## src/rtl/msg_byte_serializer.sv

```systemverilog
// Message FIFO feeding a byte shifter: whole MSG_BITS words go in, a valid/ready
// byte stream comes out with the final byte of each message flagged.
module msg_byte_serializer #(
    parameter int MSG_BITS   = 32,
    parameter int FIFO_DEPTH = 4,
    parameter bit MSB_FIRST  = 1'b0
) (
    input  logic                          clk_i,
    input  logic                          rst_i,
    input  logic [MSG_BITS-1:0]           msg_i,
    input  logic                          msg_valid_i,
    output logic                          msg_ready_o,
    output logic [7:0]                    byte_o,
    output logic                          byte_valid_o,
    input  logic                          byte_ready_i,
    output logic                          byte_last_o,
    output logic [$clog2(FIFO_DEPTH):0]   fill_o,
    output logic                          busy_o
);
    localparam int NBYTES   = (MSG_BITS + 7) / 8;
    localparam int PAD_BITS = NBYTES * 8;
    localparam int PTR_W    = $clog2(FIFO_DEPTH);
    localparam int CNT_W    = PTR_W + 1;
    localparam int IDX_W    = (NBYTES > 1) ? $clog2(NBYTES) : 1;

    typedef enum logic {IDLE, SHIFT} state_t;

    logic [MSG_BITS-1:0] mem [FIFO_DEPTH];
    logic [PTR_W-1:0]    wr_ptr_reg, rd_ptr_reg;
    logic [CNT_W-1:0]    count_reg;

    state_t              state_reg;
    logic [PAD_BITS-1:0] data_reg;
    logic [PAD_BITS-1:0] head_pad;
    logic [IDX_W-1:0]    idx_reg;
    logic [IDX_W-1:0]    idx_next;
    logic [7:0]          byte_reg;
    logic                valid_reg;
    logic                last_reg;

    logic [7:0]          head_bytes [NBYTES];
    logic [7:0]          data_bytes [NBYTES];

    logic                push;
    logic                pop;
    logic                handshake;
    logic                last_hs;

    // Head is read combinationally so a new message can follow the last byte with no bubble.
    always_comb begin
        head_pad                 = '0;
        head_pad[MSG_BITS-1:0]   = mem[rd_ptr_reg];
    end

    generate
        for (genvar gi = 0; gi < NBYTES; gi++) begin : g_lane
            assign head_bytes[gi] = head_pad[8*gi +: 8];
            assign data_bytes[gi] = data_reg[8*gi +: 8];
        end
    endgenerate

    // Maps transmit order k to the byte lane actually sent.
    function automatic logic [IDX_W-1:0] lane(input logic [IDX_W-1:0] k);
        lane = MSB_FIRST ? (IDX_W'(NBYTES - 1) - k) : k;
    endfunction

    assign msg_ready_o  = !rst_i && (count_reg != CNT_W'(FIFO_DEPTH));
    assign push         = msg_valid_i && msg_ready_o;
    assign handshake    = valid_reg && byte_ready_i;
    assign last_hs      = handshake && last_reg;
    assign pop          = (count_reg != '0) && ((state_reg == IDLE) || last_hs);
    assign idx_next     = idx_reg + 1'b1;

    always_ff @(posedge clk_i) begin
        if (push) begin
            mem[wr_ptr_reg] <= msg_i;
        end
    end

    always_ff @(posedge clk_i) begin
        if (rst_i) begin
            wr_ptr_reg <= '0;
            rd_ptr_reg <= '0;
            count_reg  <= '0;
        end else begin
            if (push) wr_ptr_reg <= wr_ptr_reg + 1'b1;
            if (pop)  rd_ptr_reg <= rd_ptr_reg + 1'b1;
            case ({push, pop})
                2'b10:   count_reg <= count_reg + 1'b1;
                2'b01:   count_reg <= count_reg - 1'b1;
                default: count_reg <= count_reg;
            endcase
        end
    end

    always_ff @(posedge clk_i) begin
        if (rst_i) begin
            state_reg <= IDLE;
            data_reg  <= '0;
            idx_reg   <= '0;
            byte_reg  <= '0;
            valid_reg <= 1'b0;
            last_reg  <= 1'b0;
        end else if (pop) begin
            state_reg <= SHIFT;
            data_reg  <= head_pad;
            idx_reg   <= '0;
            byte_reg  <= head_bytes[lane(IDX_W'(0))];
            valid_reg <= 1'b1;
            last_reg  <= (NBYTES == 1);
        end else if (last_hs) begin
            state_reg <= IDLE;
            byte_reg  <= '0;
            valid_reg <= 1'b0;
            last_reg  <= 1'b0;
        end else if (handshake) begin
            idx_reg   <= idx_next;
            byte_reg  <= data_bytes[lane(idx_next)];
            last_reg  <= (idx_next == IDX_W'(NBYTES - 1));
        end
    end

    assign byte_o       = byte_reg;
    assign byte_valid_o = valid_reg;
    assign byte_last_o  = last_reg;
    assign fill_o       = count_reg;
    assign busy_o       = (state_reg == SHIFT);

endmodule

```

## config.mk

```make
export PLATFORM = sky130hd
export DESIGN_NAME = msg_byte_serializer
export DESIGN_NICKNAME = d
export VERILOG_FILES = /design/src/rtl/msg_byte_serializer.sv
export SDC_FILE = /design/constraint.sdc
export NUM_CORES = 1
export LEC_CHECK = 0
export ABC_CLOCK_PERIOD_IN_PS = 1950
export CORE_UTILIZATION = 52
export DETAILED_ROUTE_END_ITERATION = 16
export GPL_TIMING_DRIVEN = 0
export PLACE_DENSITY = 0.85
export SYNTH_ARGS = -nofsm -noshare
export SYNTH_HDL_FRONTEND = slang
export SYNTH_SLANG_ARGS = --single-unit
export TNS_END_PERCENT = 50
```

## constraint.sdc

```tcl
create_clock -name clk_i -period 1.95 [get_ports clk_i]
set_input_delay 0.2925 -clock clk_i [delete_from_list [all_inputs] [get_ports clk_i]]
set_output_delay 0.2925 -clock clk_i [all_outputs]
set_load 0.05 [all_outputs]
```

==> results of run 1 <==
## cells in the mapped netlist
cell type  instances
a21oi_2            1
clkbuf_1           8
nor3b_1            1
buf_2              8
inv_1              7
dfxtp_1           53
ha_1               6
or3b_2             1
mux2_2             1
and3b_1            1
edfxtp_1         128
mux4_2            40
a21o_1             7
or4_1              2
buf_12             1
xnor2_1            2
a221o_1            8
or3_1              2
o31ai_1            2
a21boi_1           1
mux2i_1            1
buf_1              6
a21bo_2            1
o31ai_4            1
and4_1             4
a21oi_1           32
fa_1               1
xor2_1             1
nor3_1             3
and4_4             4
buf_4              3
o21ai_1            1
and2_1             4
nand2_1            3
o21ai_0           27
a211oi_1           1
nor2_1             7
buf_6              1
nand3_1           26
## routing by layer
metal  GRT usage  vias to the layer above
met1      0.2712                     2036
met3     0.04506                       34
li1            -                     1771
met4      0.1178                        0
met2      0.3537                      172
met5           0                        -
## stage by stage
stage	TNS (ps)	worst slack, ps	utilization
6_report	-3278	-152.2	0.6555
3_5_place_dp	-71120	-1046	0.6035
2_1_floorplan	-9580	-148.0	-
5_1_grt	-16860	-210.7	0.6555
4_1_cts	-6770	-89.11	0.6545
3_3_place_gp	-100540	-1035	0.6033
## power by group through the flow
| stage | Clock (uW) | Combinational [uW] | Sequential, uW |
|---|---|---|---|
| 6_report | 3350 | 3700 | 5110 |
| 4_1_cts | 3360 | 3660 | 5090 |
| 3_5_place_dp | 0 | 3430 | 5150 |
| 5_1_grt | 3530 | 3940 | 5150 |
| 3_3_place_gp | 0 | 3330 | 5120 |
| 2_1_floorplan | 0 | 2130 | 5400 |
## final timing paths
kind                      end  slack (ps)
hold / removal    data_reg[0]         460
setup / recovery    fill_o[2]        -150
hold reg to reg   data_reg[0]         460
setup reg to reg    fill_o[2]        -150
## cell type report
type                       count  area, um^2  area share
clock inverter                10       102.6     0.01220
timing repair buffer          54       526.8     0.06266
buffer                        25       171.4     0.02039
multi-input combinational    192        1968      0.2341
clock buffer                  22       475.5     0.05656
sequential                   181        4921      0.5854
tap                          172       215.2     0.02560
inverter                       7       26.28    0.003125
## cells by family after synthesis
| family | Yosys count | share of synthesized area |
|---|---|---|
| and+or+nand+nor | 58 | 0.04887 |
| DFF | 181 | 0.7043 |
| xor gates and xnor gates | 3 | 0.003774 |
| AOI/OAI and AO/OA | 82 | 0.07222 |
| muxes | 42 | 0.1324 |
| adders and majority gates | 7 | 0.01365 |
| buffers and inverters | 34 | 0.02479 |
## repair_timing
action	4_1_cts	5_1_grt
resized for setup	22	2
setup endpoints to repair	141	136
pin swaps	3	0
gates cloned	0	0
buffers inserted	4	0
==> flow_metrics.tcl, run 1 <==
set metrics [dict create \
    post-route-cell-area_mm2 0.008407 \
    syn-cell-area_mm2 0.006964 \
    wl_met1_um 5646 \
    dp_hpwl_um 8706 \
    grt_pass1_wl_um 22130 \
    num_rows 41 \
    grt_setup_unrepaired "true" \
    cp-end-kind "flop" \
    grt_use_total 0.2164 \
    placed_cells 629 \
    area_delta_synth_final_pct 20.72 \
    nFillCells 868 \
    place_area_mm2 0.007740 \
    drtIter0Drc 330 \
    switching_power_uw 3881 \
    clock_path_buffers 2 \
    netlist_top_cells_area "edfxtp_1 (55%), dfxtp_1 (15%), mux4_2 (13%)" \
    num_io_pins 51 \
    met2_length_um 7162 \
    hold_violations 0 \
    grt_max_degree 33 \
    max-slew-margin-rel 0.3074 \
    p_int_uw 8283 \
    post-route-period-util 1.078 \
    root_buffer "clkbuf_16" \
    clock_latency_ps 430 \
    first_pass_iters 5 \
    setup_violations 125 \
    pwr-share-clk 0.276 \
    power.share.combinational 0.304 \
    die-height_um 117.7 \
    hold_slack_ps 459.0 \
    grt_pass1_vias 4129 \
    path_cells "nor3_4 -> clkbuf_8 -> nor2_1 -> ha_4 -> fa_2 -> xnor2_1 -> or3_1 -> a21oi_2" \
    synth_top_area_frac 0.5519 \
    yosysSeqAreaShare 0.7043 \
    ctsHoldBuffers 0 \
    total_power_uw 12160 \
    cp_max_fo 6 \
    skew_ps 10.56 \
    initial_utilization 0.5430 \
    hold_start "data_reg[0]" \
    syn-mean-instance-area_um2 17.11 \
    cp_top_family "simple AND/OR/NAND/NOR gates" \
    startpoint "fill_o[0]" \
    antenna_cells 0 \
    violations "setup timing" \
    worst_slew_pin_slew_ps 1031 \
    critical_path.max_stage_delay_ps 390 \
    largest_register_ffs 128 \
    final_cell_mix "edfxtp_1 (128), dfxtp_1 (48), clkdlybuf4s50_1 (43)" \
    holdPathStages 1 \
    drc 0 \
    wl_per_cell_um 21.33 \
    grt-ovfl-total 0 \
    nNetsFinal 521 \
    required_ps 2300 \
    stdcell_count 663 \
    antenna_found_initial 0 \
    hp-class "reg -> reg" \
    r2r_cells 8 \
    min_period_ps 2102 \
    worstReg2RegStart "fill_o[0]" \
    port_buffers 50 \
    cp.arrival_ps 2450 \
    clk_transition_reported_paths_ps 60 \
    routed-wl-met3_um 839 \
    drive_gt1_frac 0.2403 \
    die_w_um 117.7 \
    core_area_mm2 0.01282 \
    top_layer "met4" \
    cellPowerDensity_mw_per_mm2 1447 \
    cts_tree "yes" \
    mostFrequentLayoutCell "edfxtp_1" \
    vias_per_cell 6.053 \
    drv_slew 0 \
    yosys_warnings 0 \
    synth_cell_types 39 \
    max_cap_viol_count 0 \
    gp_congestion 0.8738 \
    die-area_mm2 0.01386 \
    leakagePower_uw 0.002846 \
    crit_slowest_cell "dfxtp_4" \
    path_depth 8 \
    switching_share 0.3191 \
    clock_sinks 181 \
    cts_max_level 4 \
    vdd_drop_max_v 0.0008342 \
    path_class "reg -> reg" \
    vias 4013 \
    yosysTopAreaCell "edfxtp_1" \
    pwr-share-seq 0.420 \
    fin_ws_ps -152.2 \
    status "finished, violations left" \
    path_buf_inv 1 \
    syn-num-nets 450 \
    numCtsBuffers 17 \
    synth_cells 407 \
    synth-seq-cells 181 \
    cp-start-kind "flop" \
    route.final.wire_length_um 14140 \
    fmax_ghz 0.4757 \
    drtAntennaViolNets 0 \
]
No activity file was read; power rests on OpenSTA's default activity.
==> run 2: changes to the inputs <==
--- a/config.mk
+++ b/config.mk
@@ -5,11 +5,12 @@
 export SDC_FILE = /design/constraint.sdc
 export NUM_CORES = 1
 export LEC_CHECK = 0
-export ABC_CLOCK_PERIOD_IN_PS = 1950
+export CAP_MARGIN = 20
 export CORE_UTILIZATION = 52
 export DETAILED_ROUTE_END_ITERATION = 16
 export GPL_TIMING_DRIVEN = 0
 export PLACE_DENSITY = 0.85
+export SKIP_LAST_GASP = 1
 export SYNTH_ARGS = -nofsm -noshare
 export SYNTH_HDL_FRONTEND = slang
 export SYNTH_SLANG_ARGS = --single-unit
==> run 2 against run 1 <==
The run still ends with setup timing left. Clock skew decreased by 0.87 ps. Maximum frequency about the same. Critical path depth unchanged. Core utilization about the same. First-iteration DRC count increased by 3.9%. Sequential power about the same. Worst hold slack improved by 2.8 ps. Largest power group unchanged.
==> flow_metrics.tcl, run 2 (synthesis gave the netlist of run 1 again) <==
set metrics [dict create \
    r2r_end "fill_o[2]" \
    required_ps 2300 \
    num_io_pins 51 \
    fmax_ghz 0.4756 \
    skew_ps 9.681 \
    vias 3981 \
    nFillCells 866 \
    grt_pass1_wl_um 22130 \
    drtAntennaViolNets 0 \
    cts_max_level 4 \
    cp_max_fo 6 \
    cp-start-kind "flop" \
    holdPathStages 1 \
    area_delta_synth_final_pct 20.64 \
    violations "setup timing" \
    vias_per_cell 6.005 \
    leakagePower_uw 0.002812 \
    hp-class "reg -> reg" \
    die-height_um 117.7 \
    grt_max_degree 33 \
    clock_sinks 181 \
    root_buffer "clkbuf_16" \
    worstReg2RegStart "fill_o[0]" \
    grt_pass1_vias 4129 \
    max_cap_viol_count 0 \
    grt-ovfl-total 0 \
    wl_met1_um 5687 \
    cp-end-kind "flop" \
    post-route-period-util 1.078 \
    hold_path_end "data_reg[0]" \
    drv_slew 0 \
    routed-wl-met3_um 754 \
    initial_utilization 0.5430 \
    largest_register_ffs 128 \
    r2r_slack_ps -150 \
    setup_violations 127 \
    vdd_drop_max_v 0.0008278 \
    cp.arrival_ps 2450 \
    antenna_found_initial 0 \
    worst_slew_pin_slew_ps 988.2 \
    wl_per_cell_um 21.26 \
    clk_transition_reported_paths_ps 60 \
    route.final.wire_length_um 14100 \
    drtIter0Drc 343 \
    die_w_um 117.7 \
    num_rows 41 \
    grt_use_total 0.2164 \
    first_pass_iters 5 \
    fin_ws_ps -152.4 \
    antenna_cells 0 \
    final_cell_mix "edfxtp_1 (128), clkdlybuf4s50_1 (49), dfxtp_1 (48)" \
    grt_setup_unrepaired "true" \
    numCtsBuffers 17 \
    drive_gt1_frac 0.2383 \
    port_buffers 50 \
    clock_latency_ps 430 \
    die-area_mm2 0.01386 \
    mostFrequentLayoutCell "edfxtp_1" \
    max-slew-margin-rel 0.3361 \
    tns_ps -3692 \
    r2r_cells 8 \
    path_class "reg -> reg" \
    place_ws_ps -1046 \
    clock_path_buffers 2 \
    met2_length_um 7160 \
    core_area_mm2 0.01282 \
    min_period_ps 2102 \
    hold_start "data_reg[0]" \
    gp_congestion 0.8738 \
    cellPowerDensity_mw_per_mm2 1447 \
    hold_violations 0 \
    drc 0 \
    dp_hpwl_um 8706 \
    top_layer "met4" \
    cts_tree "yes" \
    nNetsFinal 521 \
    status "finished, violations left" \
]
## run 2: changes by cell type in the layout (fill, tap and decap cells not counted), sizes merged
cell           change
dlymetal6s2s       -1
buf                -1
dlygate4sd2        -4
clkdlybuf4s50      +6
## run 2: how the worst max path moves through the flow
| stage | startpoint | to | slack, ps | depth (start not counted) |
|---|---|---|---|---|
| after floorplan | fill_o[2] | mem[0][0] | -150 | 3 |
| after global placement | rst_i | mem[2][8] | -1030 | 3 |
| after detailed placement | rst_i | msg_ready_o | -1050 | 5 |
| after CTS | fill_o[2] | fill_o[2] | -90 | 8 |
| after global routing | fill_o[2] | fill_o[2] | -210 | 8 |
| final | fill_o[0] | fill_o[2] | -150 | 8 |
## run 2: area by class of cell
cell class	instances	area, um^2	share of cell area
Multi-Input combinational cell	192	1958	0.2331
Sequential cell	181	4921	0.5857
Buffer	25	171.4	0.02040
Clock buffer	22	475.5	0.05659
Clock inverter	10	102.6	0.01221
Timing Repair Buffer	54	531.8	0.06329
Tap cell	172	215.2	0.02561
Inverter	7	26.28	0.003127
## run 2: power by group
group	total, uW	switching (uW)	internal, uW	leakage (uW)
combinational	3700	2120	1580	0.000920
clock	3350	1370	1980	0.000293
sequential	5110	391	4720	0.00160
## run 2: through the flow
step	cells	hold WS [ps]	area, um^2	power, uW	utilization
2_1_floorplan	407	391.4	7022	7533	-
3_3_place_gp	629	436.2	7737	8448	0.6033
3_5_place_dp	629	443.0	7740	8580	0.6035
4_1_cts	663	458.3	8402	12120	0.6551
5_1_grt	663	469.7	8402	12610	0.6551
6_report	663	461.8	8402	12160	0.6551
## run 2: timing repair
action,4_1_cts,5_1_grt
buffers inserted,4,0
endpoints found under the setup margin,141,141
pin swaps,3,0
hold buffers,0,0
gates resized for setup,17,0
## run 2: routing by layer
metal / up-vias / global-route usage
li1: 1766 / -
met1: 2020 / 0.2712
met2: 161 / 0.3537
met3: 34 / 0.04506
met4: 0 / 0.1178
met5: - / 0
## run 2: worst max-delay path, stage by stage (launching register included)
cell and delay (ps):
dfxtp_4 390, nor3_4 260, clkbuf_8 170, nor2_1 70, ha_4 170, fa_2 330, xnor2_1 150, or3_1 340
a21oi_2 140
==> RTL change (flow settings as in run 1) <==
Set the parameter `MSB_FIRST` to 1'b1 (it was 1'b0).
--- a/src/rtl/msg_byte_serializer.sv
+++ b/src/rtl/msg_byte_serializer.sv
@@ -3,7 +3,7 @@
 module msg_byte_serializer #(
     parameter int MSG_BITS   = 32,
     parameter int FIFO_DEPTH = 4,
-    parameter bit MSB_FIRST  = 1'b0
+    parameter bit MSB_FIRST  = 1'b1
 ) (
     input  logic                          clk_i,
     input  logic                          rst_i,
Function: changed (Yosys sat finds a counterexample within 4 cycles, from zero or initial values and one cycle with rst_i high).
==> RTL change against run 1 <==
The flow still finishes with violations (setup timing). Via count is the same. Routed wire length shrank 0.64%. Sequential power about the same. Sequential cell count unchanged. Fmax rose by 1.8%. Setup slack better by 0.037 ns. Final area increased by 1.3%. Power up 2.0%. Die area barely moved. Largest cell class unchanged. Synthesized area hardly changed.
==> RTL change: results (changes against run 1) <==
* Layout cells sized above 1 at 0.254 (+0.0137)
* Final setup viols at 65 (-48%)
* Synth Warn # at 0 (unchanged)
* Clk buf depth at 2 (unchanged)
* Detailed Route WL at 14.1 mm (-0.64%)
* Mapped Avg Cell Area at 17.1 um^2 (about the same)
* Syn nets at 450 (unchanged)
* LEAKAGE at 2.92 nW (+2.5%)
* Placed cell areas at 7740 um^2 (about the same)
* Vias in the first global route at 4,119 (-0.24%)
* Setup slack after layout at -0.115 ns (+0.0372 ns)
* Met2 usage at 0.355 (+0.00110)
* Seq/Total Area, Yosys at 0.704 (about the same)
* Mux share of post-synthesis cell area at 0.132 (about the same)
* Dpl hpwl at 8.60 mm (-1.2%)
* Actual slew at the worst max-slew pin at 0.952 ns (-0.0787 ns)
* Post-DR wirelength/cell at 21.0 um (-1.4%)
* Hold Crit Class: reg2reg
* Leading post-synthesis cells by cell area: edfxtp_1 55%, dfxtp_1 15%, mux4_2 13%
* VDD IR max at 0.000811 V (-2.7%)
* Worst Path Arrival at 2.42 ns (-0.03 ns)
* FILL cells at 870 (+0.23%)
* Met3 Usage GRT at 0.0489 (+0.00388)
* Max reg flops at 128 (unchanged)
* Met1 GRT Util at 0.275 (+0.00412)
* Synth Area in Adders at 0.0137 (about the same)
* Total GRT Usage at 0.215 (-0.00104)
* Complex-gate fraction of the synthesized area at 0.0722 (about the same)
* Pre-CTS WS at -1.03 ns (+0.0138 ns)
* Starting DRT DRC Count at 350 (+6.1%)
* Post-Route Setup TNS at -3.20 ns (+0.0811 ns)
* Global placement routability congestion at 0.889 (+1.8%)
* Top_reg_cell synth: edfxtp_1
* Failing checks: setup timing
* First-pass GRT wire length at 22.1 mm (-0.13%)
* H-Tree Depth at 4 (unchanged)
* Number of nets in the layout at 526 (+0.96%)
* Worst clock skew at 0.00563 ns (-0.00493 ns)
* First-pass iteration count of the detailed router at 6 (+1)
* XOR/XNOR share of the synthesized area at 0.00377 (about the same)
* Outcome: finished with violations
* Top post-synthesis cells by count: 128 x edfxtp_1, 53 x dfxtp_1, 40 x mux4_2
* Mean number of vias per cell at 6.01 (-0.75%)
* Antenna fix cells at 0 (unchanged)
* Crit Path Max Fanout at 6 (unchanged)
RTL change: area by class of cell:
type	count	area, um^2	share of cell area
multi-input combinational	192	1980	0.232
timing repair buffer	58	561	0.0658
clock inverter	7	58.8	0.00690
sequential	181	4920	0.578
inverter	7	26.3	0.00308
tap	172	215	0.0253
buffer	26	198	0.0232
clock buffer	25	561	0.0658
RTL change: worst paths after layout:
check                from            to  slack [ns]  cells after the start
max             fill_o[2]     fill_o[2]       -0.12                      8
min          data_reg[30]  data_reg[30]        0.46                      1
max reg2reg     fill_o[2]     fill_o[2]       -0.12                      8
min reg2reg  data_reg[30]  data_reg[30]        0.46                      1
RTL change: cells by family (layout without fill, tap and decap cells):
group / Yosys count / after routing
and+or+nand+nor: 58 / 58
xor gates and xnor gates: 3 / 3
DFF: 181 / 181
muxes: 42 / 42
AOI/OAI and AO/OA: 82 / 82
adders and majority gates: 7 / 7
buffers and inverters: 34 / 123
RTL change: critical path: stages, from the launching register on:
cell	delay, ns
dfxtp_4	0.36
nor3b_4	0.17
nor3_4	0.28
inv_2	0.08
ha_4	0.17
fa_2	0.33
xnor2_1	0.15
or3_1	0.34
a21oi_2	0.12
RTL change: metal layers:
layer / routed length [um] / part of all wire
met2: 7070 / 0.50
met5: 0 / 0
met4: 288 / 0.020
met1: 5580 / 0.40
met3: 1120 / 0.079
RTL change: power by group:
group	internal (mW)	switching, mW
registers	4.72	0.392
clock network	2.12	1.35
logic	1.68	2.15
total	8.52	3.89
RTL change: timing repair:
action                                 in CTS  in global routing
cloned                                      1                  0
gates resized for setup                    25                  9
endpoints found under the hold margin       0                  0
buffers inserted                            7                  0
pin swaps                                   2                  2
setup endpoints to repair                 142                 84
